==> config.mk <==
export PLATFORM = sky130hd
export DESIGN_NAME = i2c_target_flat
export DESIGN_NICKNAME = d
export VERILOG_FILES = /design/src/rtl/i2c_pkg.sv /design/src/rtl/i2c_target_if.sv /design/src/rtl/i2c_bus_sync.sv /design/src/rtl/i2c_target.sv /design/src/flat_wrapper.sv
export SDC_FILE = /design/constraint.sdc
export NUM_CORES = 1
export LEC_CHECK = 0
export CAP_MARGIN = 10
export CORE_ASPECT_RATIO = 1.25
export CORE_UTILIZATION = 50
export DETAILED_ROUTE_END_ITERATION = 10
export HOLD_SLACK_MARGIN = 0.05
export PLACE_DENSITY = 0.71
export REMOVE_ABC_BUFFERS = 1
export SKIP_LAST_GASP = 1
export SLEW_MARGIN = 20
export SYNTH_ARGS = -nofsm -noshare
export SYNTH_HDL_FRONTEND = slang
export SYNTH_SLANG_ARGS = --single-unit
==> constraint.sdc <==
create_clock -name clk_i -period 4.7 [get_ports clk_i]
set_input_delay 0.705 -clock clk_i [delete_from_list [all_inputs] [get_ports clk_i]]
set_output_delay 0.705 -clock clk_i [all_outputs]
set_load 0.01 [all_outputs]
==> src/rtl/i2c_pkg.sv <==
// Shared types and constants for the I2C target slice.
package i2c_pkg;

    localparam int unsigned I2C_ADDR_W = 7;

    localparam logic I2C_ACK  = 1'b0;
    localparam logic I2C_NACK = 1'b1;

    typedef enum logic [3:0] {
        IDLE,
        ADDR,
        ADDR_ACK,
        REG,
        REG_ACK,
        WDATA,
        WDATA_ACK,
        RDATA,
        RDATA_ACK,
        IGNORE
    } i2c_tgt_state_t;

endpackage

==> src/rtl/i2c_target_if.sv <==
// Bus pins and register-port signals of the I2C target.
interface i2c_target_if #(
    parameter int unsigned REG_AW = 8
);
    logic              scl_i;
    logic              sda_i;
    logic              sda_drive_low_o;
    logic              wr_en_o;
    logic [REG_AW-1:0] wr_addr_o;
    logic [7:0]        wr_data_o;
    logic [REG_AW-1:0] rd_addr_o;
    logic [7:0]        rd_data_i;
    logic              busy_o;

    modport slave (
        input  scl_i, sda_i, rd_data_i,
        output sda_drive_low_o, wr_en_o, wr_addr_o, wr_data_o, rd_addr_o, busy_o
    );

    modport master (
        output scl_i, sda_i, rd_data_i,
        input  sda_drive_low_o, wr_en_o, wr_addr_o, wr_data_o, rd_addr_o, busy_o
    );
endinterface

==> src/rtl/i2c_bus_sync.sv <==
// SCL/SDA synchronizers, optional stability filter (I2C_TARGET_GLITCH_FILTER_EN)
// and edge / START / STOP detection. Bit 0 carries SCL, bit 1 carries SDA.
module i2c_bus_sync (
    input  logic clk_i,
    input  logic rst_i,
    input  logic scl_i,
    input  logic sda_i,
    output logic scl_rise,
    output logic scl_fall,
    output logic start_det,
    output logic stop_det,
    output logic sda_s
);

    logic [1:0] meta;
    logic [1:0] sync;
    logic [1:0] filt;
    logic [1:0] prev;

    always_ff @(posedge clk_i or posedge rst_i) begin
        if (rst_i) begin
            meta <= '1;
            sync <= '1;
            prev <= '1;
        end else begin
            meta <= {sda_i, scl_i};
            sync <= meta;
            prev <= filt;
        end
    end

`ifdef I2C_TARGET_GLITCH_FILTER_EN
    logic [1:0] hist1;
    logic [1:0] hist2;
    logic [1:0] held;

    always_ff @(posedge clk_i or posedge rst_i) begin
        if (rst_i) begin
            hist1 <= '1;
            hist2 <= '1;
            held  <= '1;
        end else begin
            hist1 <= sync;
            hist2 <= hist1;
            held  <= filt;
        end
    end

    // New level passes only once three consecutive samples agree.
    always_comb begin
        filt = held;
        for (int unsigned i = 0; i < 2; i++) begin
            if (sync[i] == hist1[i] && hist1[i] == hist2[i])
                filt[i] = sync[i];
        end
    end
`else
    always_comb filt = sync;
`endif

    assign scl_rise  =  filt[0] & ~prev[0];
    assign scl_fall  = ~filt[0] &  prev[0];
    assign start_det =  filt[0] &  prev[0] &  prev[1] & ~filt[1];
    assign stop_det  =  filt[0] &  prev[0] & ~prev[1] &  filt[1];
    assign sda_s     =  filt[1];

endmodule

==> src/rtl/i2c_target.sv <==
// I2C target with 7-bit address and a register-port to a local bank.
// Optional SCL/SDA glitch filter: define I2C_TARGET_GLITCH_FILTER_EN.
module i2c_target
    import i2c_pkg::*;
#(
    parameter logic [I2C_ADDR_W-1:0] TARGET_ADDR = 7'h50,
    parameter int unsigned           REG_AW      = 8
) (
    input  logic         clk_i,
    input  logic         rst_i,
    i2c_target_if.slave  bus
);

    logic scl_rise;
    logic scl_fall;
    logic start_det;
    logic stop_det;
    logic sda_s;

    i2c_bus_sync u_sync (
        .clk_i     (clk_i),
        .rst_i     (rst_i),
        .scl_i     (bus.scl_i),
        .sda_i     (bus.sda_i),
        .scl_rise  (scl_rise),
        .scl_fall  (scl_fall),
        .start_det (start_det),
        .stop_det  (stop_det),
        .sda_s     (sda_s)
    );

    i2c_tgt_state_t    state;
    logic [3:0]        bit_cnt;
    logic [7:0]        shreg;
    logic [REG_AW-1:0] ptr;
    logic              rw;
    logic              sda_low;
    logic              wr_en;
    logic [REG_AW-1:0] wr_addr;
    logic [7:0]        wr_data;
    logic              busy;
    logic [7:0]        rx_byte;

    assign rx_byte = {shreg[6:0], sda_s};

    // In the ACK states the first falling edge starts the drive and the
    // second one ends it, so sda_low doubles as the ACK phase marker.
    always_ff @(posedge clk_i or posedge rst_i) begin
        if (rst_i) begin
            state   <= IDLE;
            bit_cnt <= '0;
            shreg   <= '0;
            ptr     <= '0;
            rw      <= 1'b0;
            sda_low <= 1'b0;
            wr_en   <= 1'b0;
            wr_addr <= '0;
            wr_data <= '0;
            busy    <= 1'b0;
        end else begin
            wr_en <= 1'b0;
            if (start_det) begin
                state   <= ADDR;
                bit_cnt <= '0;
                sda_low <= 1'b0;
            end else if (stop_det) begin
                state   <= IDLE;
                sda_low <= 1'b0;
                busy    <= 1'b0;
            end else begin
                unique case (state)
                    IDLE, IGNORE: ;
                    ADDR: if (scl_rise) begin
                        shreg <= rx_byte;
                        if (bit_cnt == 4'd7) begin
                            bit_cnt <= '0;
                            rw      <= rx_byte[0];
                            if (rx_byte[7:1] == TARGET_ADDR) begin
                                state <= ADDR_ACK;
                                busy  <= 1'b1;
                            end else begin
                                state <= IGNORE;
                                busy  <= 1'b0;
                            end
                        end else begin
                            bit_cnt <= bit_cnt + 4'd1;
                        end
                    end
                    ADDR_ACK: if (scl_fall) begin
                        if (!sda_low) begin
                            sda_low <= 1'b1;
                        end else if (rw) begin
                            state   <= RDATA;
                            bit_cnt <= '0;
                            sda_low <= ~bus.rd_data_i[7];
                            shreg   <= {bus.rd_data_i[6:0], 1'b1};
                        end else begin
                            state   <= REG;
                            sda_low <= 1'b0;
                        end
                    end
                    REG: if (scl_rise) begin
                        shreg <= rx_byte;
                        if (bit_cnt == 4'd7) begin
                            bit_cnt <= '0;
                            ptr     <= rx_byte[REG_AW-1:0];
                            state   <= REG_ACK;
                        end else begin
                            bit_cnt <= bit_cnt + 4'd1;
                        end
                    end
                    REG_ACK: if (scl_fall) begin
                        if (!sda_low) begin
                            sda_low <= 1'b1;
                        end else begin
                            sda_low <= 1'b0;
                            state   <= WDATA;
                        end
                    end
                    WDATA: if (scl_rise) begin
                        shreg <= rx_byte;
                        if (bit_cnt == 4'd7) begin
                            bit_cnt <= '0;
                            wr_en   <= 1'b1;
                            wr_addr <= ptr;
                            wr_data <= rx_byte;
                            state   <= WDATA_ACK;
                        end else begin
                            bit_cnt <= bit_cnt + 4'd1;
                        end
                    end
                    WDATA_ACK: if (scl_fall) begin
                        if (!sda_low) begin
                            sda_low <= 1'b1;
                        end else begin
                            sda_low <= 1'b0;
                            ptr     <= ptr + REG_AW'(1);
                            state   <= WDATA;
                        end
                    end
                    RDATA: begin
                        if (scl_rise) begin
                            bit_cnt <= bit_cnt + 4'd1;
                        end else if (scl_fall) begin
                            if (bit_cnt == 4'd8) begin
                                bit_cnt <= '0;
                                sda_low <= 1'b0;
                                state   <= RDATA_ACK;
                            end else begin
                                sda_low <= ~shreg[7];
                                shreg   <= {shreg[6:0], 1'b1};
                            end
                        end
                    end
                    // bit_cnt==1 marks an ACK seen on the rise; reload on the fall.
                    RDATA_ACK: begin
                        if (scl_rise) begin
                            if (sda_s == I2C_ACK) begin
                                ptr     <= ptr + REG_AW'(1);
                                bit_cnt <= 4'd1;
                            end else begin
                                state <= IGNORE;
                                busy  <= 1'b0;
                            end
                        end else if (scl_fall && bit_cnt == 4'd1) begin
                            state   <= RDATA;
                            bit_cnt <= '0;
                            sda_low <= ~bus.rd_data_i[7];
                            shreg   <= {bus.rd_data_i[6:0], 1'b1};
                        end
                    end
                    default: state <= IDLE;
                endcase
            end
        end
    end

    assign bus.sda_drive_low_o = sda_low;
    assign bus.wr_en_o         = wr_en;
    assign bus.wr_addr_o       = wr_addr;
    assign bus.wr_data_o       = wr_data;
    assign bus.rd_addr_o       = ptr;
    assign bus.busy_o          = busy;

endmodule

==> src/flat_wrapper.sv <==
// flat-port wrapper written by rule: the top's interface ports become plain ports
module i2c_target_flat import i2c_pkg::*;
#(
    parameter logic [I2C_ADDR_W-1:0] TARGET_ADDR = 7'h50,
    parameter int unsigned           REG_AW      = 8
)
  (clk_i, rst_i, bus_scl_i, bus_sda_i, bus_rd_data_i, bus_sda_drive_low_o, bus_wr_en_o, bus_wr_addr_o, bus_wr_data_o, bus_rd_addr_o, bus_busy_o);
  i2c_target_if #(.REG_AW(REG_AW)) bus_i ();
  input  logic clk_i;
  input  logic rst_i;
  input wire logic [$bits(bus_i.scl_i)-1:0] bus_scl_i;
  input wire logic [$bits(bus_i.sda_i)-1:0] bus_sda_i;
  input wire logic [$bits(bus_i.rd_data_i)-1:0] bus_rd_data_i;
  output wire logic [$bits(bus_i.sda_drive_low_o)-1:0] bus_sda_drive_low_o;
  output wire logic [$bits(bus_i.wr_en_o)-1:0] bus_wr_en_o;
  output wire logic [$bits(bus_i.wr_addr_o)-1:0] bus_wr_addr_o;
  output wire logic [$bits(bus_i.wr_data_o)-1:0] bus_wr_data_o;
  output wire logic [$bits(bus_i.rd_addr_o)-1:0] bus_rd_addr_o;
  output wire logic [$bits(bus_i.busy_o)-1:0] bus_busy_o;
  assign bus_i.scl_i = bus_scl_i;
  assign bus_i.sda_i = bus_sda_i;
  assign bus_i.rd_data_i = bus_rd_data_i;
  assign bus_sda_drive_low_o = bus_i.sda_drive_low_o;
  assign bus_wr_en_o = bus_i.wr_en_o;
  assign bus_wr_addr_o = bus_i.wr_addr_o;
  assign bus_wr_data_o = bus_i.wr_data_o;
  assign bus_rd_addr_o = bus_i.rd_addr_o;
  assign bus_busy_o = bus_i.busy_o;
  i2c_target #(.TARGET_ADDR(TARGET_ADDR), .REG_AW(REG_AW)) u_core (.clk_i(clk_i), .rst_i(rst_i), .bus(bus_i));
endmodule
Word-level counts from Yosys, hierarchy flattened --
Cells that the tools add are included.
Operators by class: add/sub/neg operators 2, equality and inequality tests 59, mux-type cells 77, bitwise operators 15, reduce and logical (&&, ||, !) cells 18
Operators by type and width (number):
- 4-bit 2-to-1 mux | 32
- 8-bit 2-to-1 mux | 15
- 4-bit by 1-bit != test with 1-bit output (second input constant) | 16
- 4-bit case mux with 8 select lines | 1
- 8-bit case mux with 4 select lines | 1
- 2-bit by 1-bit != test with 1-bit output (second input constant) | 12
- 3-bit by 1-bit != test with 1-bit output (second input constant) | 8
- 8-bit case mux with 3 select lines | 1
- 1-bit 2-to-1 mux | 23
- 4-bit by 3-bit equality test with 1-bit output (second input constant) | 5
- 4-bit case mux with 4 select lines | 1
- 16-bit AND reduction | 1
- 4-bit equality test (second input constant) | 3
- 4-bit != test (second input constant) | 3
- 12-bit AND reduction | 1
- 10-bit AND reduction | 1
- 5-bit AND reduction | 2
- 9-bit AND reduction | 1
- 8-bit by 1-bit adder with 8-bit output (second input constant) | 1
- 4-bit by 1-bit equality test with 1-bit output (second input constant) | 2
- 4-bit by 2-bit equality test with 1-bit output (second input constant) | 2
- 2-bit != test (second input constant) | 4
- 1-bit inverter | 8
- 1-bit AND | 7
- 18 further kinds | 20
Storage, ports and cells: register bits 50, input port bits 12, output and inout port bits 27, word-level logic and storage cells 184

Depth between registers and ports, before layout --
Gate-level depths: netlist (run 1).
word-level depth 8, mapped depth 10

Hierarchy --
From an unflattened synthesis (run 1), not the netlist that was laid out.
Second synthesis, totals: cells, all modules 336, area total of the unflattened synthesis 2892.8 sq um
By module, submodules not included:
- i2c_target | times used 1, cells each 325, area an instance 2698.8 sq um, sequential area each 1101.1 sq um
- i2c_bus_sync | times used 1, cells each 11, area an instance 193.9 sq um, sequential area each 157.7 sq um

Worst setup path before layout (run 1) --
No wires, ideal clock.
path kind register to register, start reg u_core.u_sync.sync[0], in the netlist u_core.u_sync.filt[0], end reg u_core.wr_addr[0], in the netlist u_core.bus.wr_addr_o[0], setup time 128 ps, arrival 2179 ps, data required time 4572 ps, setup slack 2394 ps, cell stages (with the launch flop) 8, path buffers 2, cell sequence dfstp_2 ha_1 buf_2 inv_1 or2_1 nor4_4 buf_6 mux2_1
Between the ends: cells in the longest elaborated chain, start to end 5, elaborated cells between the ends (all ways) 9, classes of those cells bitwise (8); reduce/logical (1)
Ends and longest elaborated chain:
- start, declared | line i2c_bus_sync.sv:16 | logic [1:0] sync;
- start signal, assigned | line i2c_bus_sync.sv:27 | sync <= meta;
- 1-bit AND | line i2c_bus_sync.sv:63, i2c_bus_sync.sv:64
- 1-bit AND, on equally long branches (2 in series) | line i2c_bus_sync.sv:63, i2c_bus_sync.sv:64
- 1-bit inverter (no source line)
- 5-bit AND reduction (no source line) *
- end signal, assigned | line i2c_target.sv:125 | wr_addr <= ptr;
- end, declared | line i2c_target.sv:39 | logic [REG_AW-1:0] wr_addr;
Mark *: on every way between the ends. The rest lies on a longest branch, timed or not. A chain may end at the register's enable or synchronous reset.

Final worst setup path (run 1) --
start reg u_core.u_sync.sync[0], in the netlist u_core.u_sync.filt[0], end reg u_core.wr_data[7], in the netlist u_core.bus.wr_data_o[7]
Between the ends: cells in the longest elaborated chain, start to end 5, elaborated cells between the ends (all ways) 9, classes of those cells bitwise (8); reduce/logical (1)
Ends and longest elaborated chain:
- 1-bit AND | line i2c_bus_sync.sv:63, i2c_bus_sync.sv:64
- 1-bit AND, on equally long branches (2 in series) | line i2c_bus_sync.sv:63, i2c_bus_sync.sv:64
- 1-bit inverter (no source line)
- 5-bit AND reduction (no source line) *
- end signal, assigned | line i2c_target.sv:126 | wr_data <= rx_byte;
- end, declared | line i2c_target.sv:40 | logic [7:0] wr_data;
Marked as above.

==> results of run 1 <==
## logic make-up (layout without fill, tap and decap cells)
kind of cell             after synthesis  count (layout)
AO/OA/AOI/OAI                         83              83
XOR/XNOR                               2               2
adder cells (fa/ha/maj)                7               7
buffers and inverters                 30              62
flip-flops                            50              50
multiplexers                          23              23
AND/OR/NAND/NOR                      106             106
## area by class of cell
cell class | count | area share
clock buffers | 6 | 0.02145
multi-input cells | 221 | 0.4438
flip-flops and latches | 50 | 0.3720
repair buffers | 41 | 0.1202
well taps | 64 | 0.02367
inverters | 13 | 0.01479
clock inverters | 2 | 0.004068
## per-stage QoR
step	util	instances	power (uW)
after detailed placement	0.5952	388	1458
after global placement	0.5952	388	1441
after floorplan	-	284	1189
after CTS	0.6109	396	1710
final	0.6132	397	1707
after global routing	0.6132	397	1832
## report_power, final
part	leakage (uW)	internal (uW)	switching (uW)
Sequential	0.000623	526	195
Clock	0.0000452	105	143
Combinational	0.000760	338	399
## registers in the layout, summed over array words and instances (netlist names)
register	cells
u_core.bus.rd_addr_o	8
u_core.bus.wr_en_o	1
u_core.bus.sda_drive_low_o	1
u_core.bus.busy_o	1
u_core.bus.wr_data_o	8
u_core.shreg	8
u_core.rw	1
u_core.u_sync.filt	2
u_core.u_sync.meta	2
u_core.bit_cnt	4
u_core.u_sync.prev	2
u_core.bus.wr_addr_o	8
u_core.state	4
## how the worst min path moves through the flow
stage                                      endpoint  slack [ns]  depth (start not counted)                            start
finish              u_core.u_sync.filt[1]$_DFF_PP1_        0.36                          0  u_core.u_sync.meta[1]$_DFF_PP1_
global route        u_core.u_sync.filt[0]$_DFF_PP1_        0.37                          0  u_core.u_sync.meta[0]$_DFF_PP1_
CTS                 u_core.u_sync.filt[0]$_DFF_PP1_        0.36                          0  u_core.u_sync.meta[0]$_DFF_PP1_
detailed placement  u_core.u_sync.filt[0]$_DFF_PP1_        0.35                          0  u_core.u_sync.meta[0]$_DFF_PP1_
global placement    u_core.u_sync.filt[0]$_DFF_PP1_        0.35                          0  u_core.u_sync.meta[0]$_DFF_PP1_
floorplan           u_core.u_sync.filt[0]$_DFF_PP1_        0.35                          0  u_core.u_sync.meta[0]$_DFF_PP1_
## metal layers
metal | routed length, um | track usage | vias to the layer above | part of all wire
li1 | - | - | 1151 | -
met1 | 2954 | 0.2890 | 1160 | 0.44
met2 | 3297 | 0.3896 | 66 | 0.50
met3 | 242 | 0.03588 | 12 | 0.036
met4 | 147 | 0.1018 | 0 | 0.022
met5 | 0 | 0 | - | 0
## critical path, delay by kind of cell (launching register included)
kind                       cells  cell delay (ns)
DFF                            1             0.57
muxes                          1             0.34
and+or+nand+nor                2             0.96
adders and majority gates      1             0.34
buffers and inverters          2             0.42
## layout by cell type (no fill, tap or decap), types with 2 or more instances in the layout
cell type / count
sky130_fd_sc_hd__dfrtp_1: 44
sky130_fd_sc_hd__clkdlybuf4s50_1: 38
sky130_fd_sc_hd__nand2_1: 30
sky130_fd_sc_hd__nor2_1: 29
sky130_fd_sc_hd__a21oi_1: 18
sky130_fd_sc_hd__o21ai_0: 17
sky130_fd_sc_hd__inv_1: 12
sky130_fd_sc_hd__a31oi_1: 12
sky130_fd_sc_hd__nand3_1: 11
sky130_fd_sc_hd__mux2_1: 9
sky130_fd_sc_hd__mux2_2: 8
sky130_fd_sc_hd__ha_1: 7
sky130_fd_sc_hd__dfstp_2: 6
sky130_fd_sc_hd__nor2b_1: 5
sky130_fd_sc_hd__mux2i_1: 5
sky130_fd_sc_hd__and3_1: 5
sky130_fd_sc_hd__clkbuf_8: 5
sky130_fd_sc_hd__a211oi_1: 4
sky130_fd_sc_hd__o211ai_1: 4
sky130_fd_sc_hd__o22a_1: 4
sky130_fd_sc_hd__nand2b_1: 3
sky130_fd_sc_hd__o22ai_1: 3
sky130_fd_sc_hd__nand3b_1: 2
sky130_fd_sc_hd__nand4bb_1: 2
sky130_fd_sc_hd__nor4b_4: 2
sky130_fd_sc_hd__a32oi_1: 2
sky130_fd_sc_hd__o21ai_1: 2
sky130_fd_sc_hd__clkinv_2: 2
sky130_fd_sc_hd__a211o_1: 2
sky130_fd_sc_hd__buf_4: 2
==> impl_metrics.ini, run 1 <==
[sta]
slew_headroom = 0.4320
grt_setup_unrepaired = false
final.hold.worst_slack_ns = 0.3591
setup_viol = 0
report.final.slew_viol_count = 0
worst_slack_ns = 1.963
timing.clock.skew_ns = 0.01218
period_minus_slack_ns = 2.737
slew_worst_pin_ns = 0.8510
achievable-frequency_mhz = 365.3
setup_tns_ns = 0
period_share = 0.5824
final_hold_violating_endpoints = 0

[drt]
wl_per_cell_um = 16.73
avgViaCountPerCell = 6.018
route.final.wire_length_mm = 6.640
first_iter_violations = 154
detail-route-antenna-nets = 0
routed-via-count = 2389
detail_route.drc_violations = 0
dr.pass1.iters = 5

[synthesis]
post_synth_mux_area_share = 0.08813
synth_most_common_cell = sky130_fd_sc_hd__dfrtp_1
synth_top_cell_area_share = 0.3783
postSynthCellCount = 301
mean_cell_area_of_the_mapped_netlist_um2 = 9.669
synthAdderAreaFrac = 0.03009
synth.distinct_cells = 65
ys.flop_type = sky130_fd_sc_hd__dfrtp_1
synth_top_family_by_area = simple AND/OR/NAND/NOR gates
post_synth_main_area_contributors = sky130_fd_sc_hd__dfrtp_1 (38%), sky130_fd_sc_hd__dfstp_2 (5.4%), sky130_fd_sc_hd__nand2_1 (3.9%)
post_synth_xor_area_fraction = 0.006019
synthSimpleGateAreaFrac = 0.2038
synth.top_cells.by_count = sky130_fd_sc_hd__dfrtp_1 (44), sky130_fd_sc_hd__nand2_1 (30), sky130_fd_sc_hd__nor2_1 (29)
synth_enable_flop_cells = 0
synth-warning-count = 0
synth_compound_gate_area_share = 0.1857
synth-seq-cells = 50
ys_async_sr_fraction = 1.000
synth.largest_area_cell = sky130_fd_sc_hd__dfrtp_1
synth_sequential_area_ratio = 0.4325
syn_area_um2 = 2910

[clocking]
ctsHtreeMaxLevel = 2
clock-sinks = 50
tritoncts.num_buffers = 5
post-cts-setup-buffers = 0
worst_setup_hold_path_clk_slew_ns = 0.09
worstSkewPairLatency_ns = 0.31
post_cts_hold_buffer_count = 0
post_cts.resized_instances = 0
cts_tree = built
clock_path_buffers = 2
cell_at_the_root_of_the_clock_tree = sky130_fd_sc_hd__clkbuf_8

[placement]
post_dp_cell_area_um2 = 3284
dp_hpwl_mm = 4.630
gpl.final_weighted_congestion = 0.8738
port_buffers = 38
preCtsSetupSlack_ns = 1.793

[setup_path]
wp_data_arrival_ns = 2.92
critical_path.cell_chain = ha_1 > inv_1 > or2_1 > nor4_4 > buf_6 > mux2_2
start_kind = flip-flop
worstPathMaxFanout = 10
regToRegEndpoint = u_core.bus.wr_data_o[7]$_DFFE_PP0P_
crit_path_start = u_core.u_sync.filt[0]$_DFF_PP1_
reg_to_reg_setup_timing_slack_ns = 1.96
worst_setup_ep_type = flip-flop
setup.worst_path.class = reg2reg
critical_path.endpoint = u_core.bus.wr_data_o[7]$_DFFE_PP0P_
timing.critical_path.slowest_cell_delay_ns = 0.64
timing.critical_path.slowest_stage_cell = sky130_fd_sc_hd__nor4_4
regToRegStartpoint = u_core.u_sync.filt[0]$_DFF_PP1_
crit_required_ns = 4.89
worst-r2r-cell-count = 6

[die]
placement_rows = 30
ios = 39
die_area_um2 = 6132
fp.dieH_um = 87.30
coreArea_um2 = 5518
initial_utilization = 0.5274
dieWidth_um = 70.24

[global_routing]
grt_usage = 0.2297
grt_start_max_net_pins = 51
grt_antenna_before_repair = 0
grt_pass1_wl_mm = 11.06
via_count_of_the_first_global_routing_pass = 2251
grt.overflow.total = 0

[finish]
finish.instance_area_um2 = 3383
antennaDiodeCount = 0
fill_cells = 514
areaGrowthSynthToFinish_pct = 16.25
multi_input_comb_area_um2 = 1501
layout.nets = 351
layout.area.seq_um2 = 1259
final_layout_size_suffix_gt1_frac = 0.1141

[job]
drv.max_cap_violation_count = 0

[power]
pwr_density_cell_nw_per_um2 = 504.5
power.static_leakage_uw = 0.001428
vdd_drop_max_v = 0.0002446

[status]
outcome = completed

[worst_hold_path]
min_path_type = reg2reg
(Power assumes the default switching activity.)
==> run 2, diff against run 1 <==
- PLACE_DENSITY: 0.71 -> 0.74
- clock period: 4.7 -> 2.2 ns (I/O delays scaled with it)
==> impl_metrics.ini, run 2 (synthesis gave the netlist of run 1 again) <==
[finish]
final_common_cell = sky130_fd_sc_hd__dfrtp_1
final_layout_size_suffix_gt1_frac = 0.2335
layout.nets = 382
layout_common_cells = sky130_fd_sc_hd__dfrtp_1 (41), sky130_fd_sc_hd__clkdlybuf4s50_1 (38), sky130_fd_sc_hd__nand2_1 (30), sky130_fd_sc_hd__nor2_1 (29), sky130_fd_sc_hd__buf_4 (29)
multi_input_comb_area_um2 = 1573
layout.area.seq_um2 = 1262
areaGrowthSynthToFinish_pct = 29.19
fill_cells = 430
antennaDiodeCount = 0

[drt]
route.final.wire_length_mm = 7.164
dr.pass1.iters = 5
detail_route.drc_violations = 0
detail-route-antenna-nets = 0
first_iter_violations = 198
routed-via-count = 2553
wl_per_cell_um = 16.74
avgViaCountPerCell = 5.965

[global_routing]
via_count_of_the_first_global_routing_pass = 2485
grt_usage = 0.2426
grt_pass1_wl_mm = 11.82
grt_antenna_before_repair = 0
grt_start_max_net_pins = 23
grt.overflow.total = 0

[power]
pwr_density_cell_nw_per_um2 = 1095
seqPwrFrac = 0.358
p_int_uw = 2447
power.share.switching = 0.4058
vdd_drop_max_v = 0.0006056
power.static_leakage_uw = 0.001620
power_frac_clock = 0.167
netSwitchingPower_uw = 1671
combinationalPowerShare = 0.476

[clocking]
worst_setup_hold_path_clk_slew_ns = 0.09
clock_path_buffers = 2
clock-sinks = 50
cts_tree = built
tritoncts.num_buffers = 5
cell_at_the_root_of_the_clock_tree = sky130_fd_sc_hd__clkbuf_8
ctsHtreeMaxLevel = 2
worstSkewPairLatency_ns = 0.31

[die]
placement_rows = 30
die_area_um2 = 6132
initial_utilization = 0.5274
coreArea_um2 = 5518
ios = 39
fp.dieH_um = 87.30
dieWidth_um = 70.24

[sta]
final_hold_violating_endpoints = 0
report.final.slew_viol_count = 0
final.hold.worst_slack_ns = 0.3034
period_share = 0.9568
slew_worst_pin_ns = 0.4417
slew_headroom = 0.7009
setup_viol = 0
timing.clock.skew_ns = 0.01718
grt_setup_unrepaired = true
period_minus_slack_ns = 2.105
worst_slack_ns = 0.09500
achievable-frequency_mhz = 475.1

[setup_path]
setup.worst_path.class = reg2reg
worst_setup_ep_type = flip-flop
start_kind = flip-flop
crit_required_ns = 2.40
worstPathMaxFanout = 16
reg_to_reg_setup_timing_slack_ns = 0.09
wp_data_arrival_ns = 2.30

[worst_hold_path]
min_path_type = in2async

[placement]
port_buffers = 38
preCtsSetupSlack_ns = -0.1162
gpl.final_weighted_congestion = 0.8756
dp_hpwl_mm = 5.272

[status]
outcome = completed

[job]
drv.max_cap_violation_count = 0
[run 2: cell count changes in the layout (fill, tap and decap cells not counted), sizes merged]
cell	before	now
buf	3	34
bufinv	0	1
clkinv	3	0
inv	12	14
[run 2: critical path, stage by stage, from the launching register on]
cell,delay [ns]
sky130_fd_sc_hd__dfrtp_1,0.39
sky130_fd_sc_hd__ha_2,0.21
sky130_fd_sc_hd__nand3b_1,0.20
sky130_fd_sc_hd__or2_4,0.32
sky130_fd_sc_hd__nor4_4,0.34
sky130_fd_sc_hd__buf_12,0.20
sky130_fd_sc_hd__mux2_2,0.34
[run 2: layout make-up]
| class | instances | area share |
|---|---|---|
| clock inverter | 2 | 0.01032 |
| clock buffer | 6 | 0.02196 |
| sequential | 50 | 0.3358 |
| multi-input combinational | 221 | 0.4183 |
| tap | 64 | 0.02130 |
| inverter | 13 | 0.01298 |
| timing repair buffer | 72 | 0.1794 |
[run 2: metal layers]
metal | vias to the layer above | wire length [um] | global-route usage
met1 | 1241 | 3074 | 0.3304
met4 | 0 | 217 | 0.09818
met2 | 81 | 3548 | 0.3818
met5 | - | 0 | 0
li1 | 1212 | - | -
met3 | 19 | 324 | 0.04398
[run 2: power by group through the flow]
stage	sequential [uW]	clock [uW]	combinational [uW]
6_report	1470	686	1960
5_1_grt	1510	741	2140
4_1_cts	1460	703	1920
3_5_place_dp	1480	0	1870
3_3_place_gp	1470	0	1840
2_1_floorplan	1480	0	1060
[run 2: path summary, 6_finish.rpt]
path | from | endpoint | cells after the start
max in group asynchronous | rst_i | u_core.bus.wr_data_o[4]$_DFFE_PP0P_ | 3
min | rst_i | u_core.bus.busy_o$_DFFE_PP0P_ | 2
min reg2reg | u_core.u_sync.meta[1]$_DFF_PP1_ | u_core.u_sync.filt[1]$_DFF_PP1_ | 0
max | u_core.bit_cnt[1]$_DFFE_PP0P_ | u_core.bus.wr_data_o[1]$_DFFE_PP0P_ | 6
max reg2reg | u_core.bit_cnt[1]$_DFFE_PP0P_ | u_core.bus.wr_data_o[1]$_DFFE_PP0P_ | 6
min in group clk_i | u_core.u_sync.meta[1]$_DFF_PP1_ | u_core.u_sync.filt[1]$_DFF_PP1_ | 0
[run 2: stage by stage]
stage | total power [uW] | instances | utilization | area [um^2] | TNS, ns
6_report | 4118 | 428 | 0.6814 | 3760 | 0
2_1_floorplan | 2540 | 284 | - | 2803 | -12.74
5_1_grt | 4396 | 428 | 0.6814 | 3760 | -0.01029
3_5_place_dp | 3341 | 418 | 0.6429 | 3547 | -0.7711
3_3_place_gp | 3301 | 418 | 0.6429 | 3547 | -0.5896
4_1_cts | 4090 | 428 | 0.6705 | 3700 | 0
[run 2: what timing repair did]
item                                    4_1_cts  5_1_grt
endpoints found under the setup margin        8       38
pin swaps                                     1        4
buffers inserted                              1        1
hold buffers                                  0        0
gates resized for setup                       7       15
cloned                                        1        0
==> run 3, diff against run 2 <==
- CORE_MARGIN: not set -> 2
==> impl_metrics.ini, run 3 (synthesis gave the netlist of run 1 again) <==
[status]
outcome = completed

[global_routing]
grt.overflow.total = 0
grt_usage = 0.2210
grt_start_max_net_pins = 24
via_count_of_the_first_global_routing_pass = 2299
grt_antenna_before_repair = 0
grt_pass1_wl_mm = 11.03

[setup_path]
critical_path_buf_inv_count = 4
worst-r2r-cell-count = 10
start_kind = flip-flop
crit_path_start = u_core.u_sync.prev[0]$_DFF_PP1_
timing.critical_path.slowest_stage_cell = sky130_fd_sc_hd__dfstp_2
regToRegEndpoint = u_core.shreg[4]$_DFFE_PP0P_
wp_data_arrival_ns = 2.39
crit_required_ns = 2.43
reg_to_reg_setup_timing_slack_ns = 0.04
critical_path.cell_chain = inv_1 > ha_1 > buf_4 > nand2b_4 > o21ai_1 > nor4bb_2 > buf_4 > clkbuf_4 > nor2_1 > a31oi_1
timing.critical_path.slowest_cell_delay_ns = 0.58
regToRegStartpoint = u_core.u_sync.prev[0]$_DFF_PP1_
worstPathMaxFanout = 8
crit_top_cell = sky130_fd_sc_hd__buf_4
critPathTopFamily = flip-flops
critical_path.endpoint = u_core.shreg[4]$_DFFE_PP0P_
setup.worst_path.class = reg2reg
total_number_of_cells_along_the_worst_setup_path = 10
worst_setup_ep_type = flip-flop

[sta]
slew_worst_pin_ns = 0.4689
timing.clock.skew_ns = 0.009593
period_share = 0.9801
setup_viol = 0
slew_headroom = 0.6869
grt_setup_unrepaired = true
report.final.slew_viol_count = 0
final_hold_violating_endpoints = 0
achievable-frequency_mhz = 463.8
period_minus_slack_ns = 2.156

[die]
coreArea_um2 = 5702
placement_rows = 31
dieWidth_um = 72.24
fp.dieH_um = 89.30
die_area_um2 = 6451
initial_utilization = 0.5104
ios = 39

[power]
vdd_drop_max_v = 0.0005663
power.share.switching = 0.4192
pwr_density_cell_nw_per_um2 = 1071
combinationalPowerShare = 0.485
seqPwrFrac = 0.377
power_frac_clock = 0.138
netSwitchingPower_uw = 1631
p_int_uw = 2261
power.static_leakage_uw = 0.001557

[drt]
wl_per_cell_um = 16.51
detail-route-antenna-nets = 0
detail_route.drc_violations = 0
route.final.wire_length_mm = 7.016
routed-via-count = 2528
avgViaCountPerCell = 5.948
dr.pass1.iters = 4
first_iter_violations = 137

[job]
drv.max_cap_violation_count = 0

[clocking]
ctsHtreeMaxLevel = 2
worst_setup_hold_path_clk_slew_ns = 0.09
post_cts_hold_buffer_count = 0
tritoncts.num_buffers = 5
cell_at_the_root_of_the_clock_tree = sky130_fd_sc_hd__clkbuf_8
cts_tree = built
clock_path_buffers = 2
worstSkewPairLatency_ns = 0.31
clock-sinks = 50

[placement]
dp_hpwl_mm = 5.119
port_buffers = 38
post-place-cells = 413
gpl.final_weighted_congestion = 0.9223

[finish]
final_common_cell = sky130_fd_sc_hd__dfrtp_1
final_layout_size_suffix_gt1_frac = 0.2061
post-route-util = 0.6373
areaGrowthSynthToFinish_pct = 24.85
layout.nets = 377
post_route_non_filler_standard_cell_count = 425
layout_common_cells = sky130_fd_sc_hd__dfrtp_1 (42), sky130_fd_sc_hd__clkdlybuf4s50_1 (38), sky130_fd_sc_hd__nand2_1 (30), sky130_fd_sc_hd__nor2_1 (29), sky130_fd_sc_hd__buf_4 (27)
antennaDiodeCount = 0

[worst_hold_path]
min_path_type = in2async
-- run 3: final cells by class --
| type | count | area (um^2) |
|---|---|---|
| sequential | 50 | 1261 |
| tap | 66 | 82.58 |
| clock buffer | 6 | 72.57 |
| inverter | 13 | 48.80 |
| multi-input combinational | 221 | 1551 |
| clock inverter | 2 | 15.01 |
| timing repair buffer | 67 | 601.8 |
| fill | 473 | 2068 |
-- run 3: stage by stage --
stage | worst slack (ns) | power, uW | setup TNS, ns | cell area, um^2 | hold slack [ns]
global placement | 0.07842 | 3226 | 0 | 3460 | 0.3461
floorplan | -0.6264 | 2540 | -12.74 | 2803 | 0.3345
detailed placement | 0.05783 | 3254 | 0 | 3460 | 0.3481
finish | 0.04385 | 3892 | 0 | 3633 | 0.3520
CTS | 0.03018 | 3802 | 0 | 3547 | 0.3552
global route | -0.05391 | 4170 | -0.4086 | 3633 | 0.3683
-- run 3: metal layers --
| metal | up-vias | wire [um] | track usage | share of wire |
|---|---|---|---|---|
| li1 | 1208 | - | - | - |
| met1 | 1226 | 2959 | 0.2822 | 0.42 |
| met2 | 74 | 3543 | 0.3728 | 0.50 |
| met3 | 20 | 325 | 0.03833 | 0.046 |
| met4 | 0 | 187 | 0.08919 | 0.027 |
| met5 | - | 0 | 0 | 0 |
-- run 3: worst min-delay path by stage --
stage / cells after the start / startpoint / end
after floorplan: 0 / bus_scl_i / u_core.u_sync.meta[0]$_DFF_PP1_
after detailed placement: 0 / u_core.u_sync.meta[0]$_DFF_PP1_ / u_core.u_sync.filt[0]$_DFF_PP1_
after CTS: 2 / rst_i / u_core.bit_cnt[2]$_DFFE_PP0P_
after global placement: 0 / u_core.u_sync.meta[1]$_DFF_PP1_ / u_core.u_sync.filt[1]$_DFF_PP1_
final: 2 / rst_i / u_core.bit_cnt[2]$_DFFE_PP0P_
after global routing: 0 / u_core.u_sync.meta[0]$_DFF_PP1_ / u_core.u_sync.filt[0]$_DFF_PP1_
-- run 3: repair_timing --
action                                  CTS  global route
gates resized for setup                   0            20
endpoints found under the setup margin    0            30
buffers inserted                          0             3
-- run 3: power by group through the flow --
stage / combinational [uW] / clock (uW) / sequential [uW]
floorplan: 1060 / 0 / 1480
global placement: 1760 / 0 / 1460
detailed placement: 1780 / 0 / 1470
CTS: 1790 / 560 / 1460
global route: 2090 / 580 / 1500
finish: 1890 / 536 / 1470
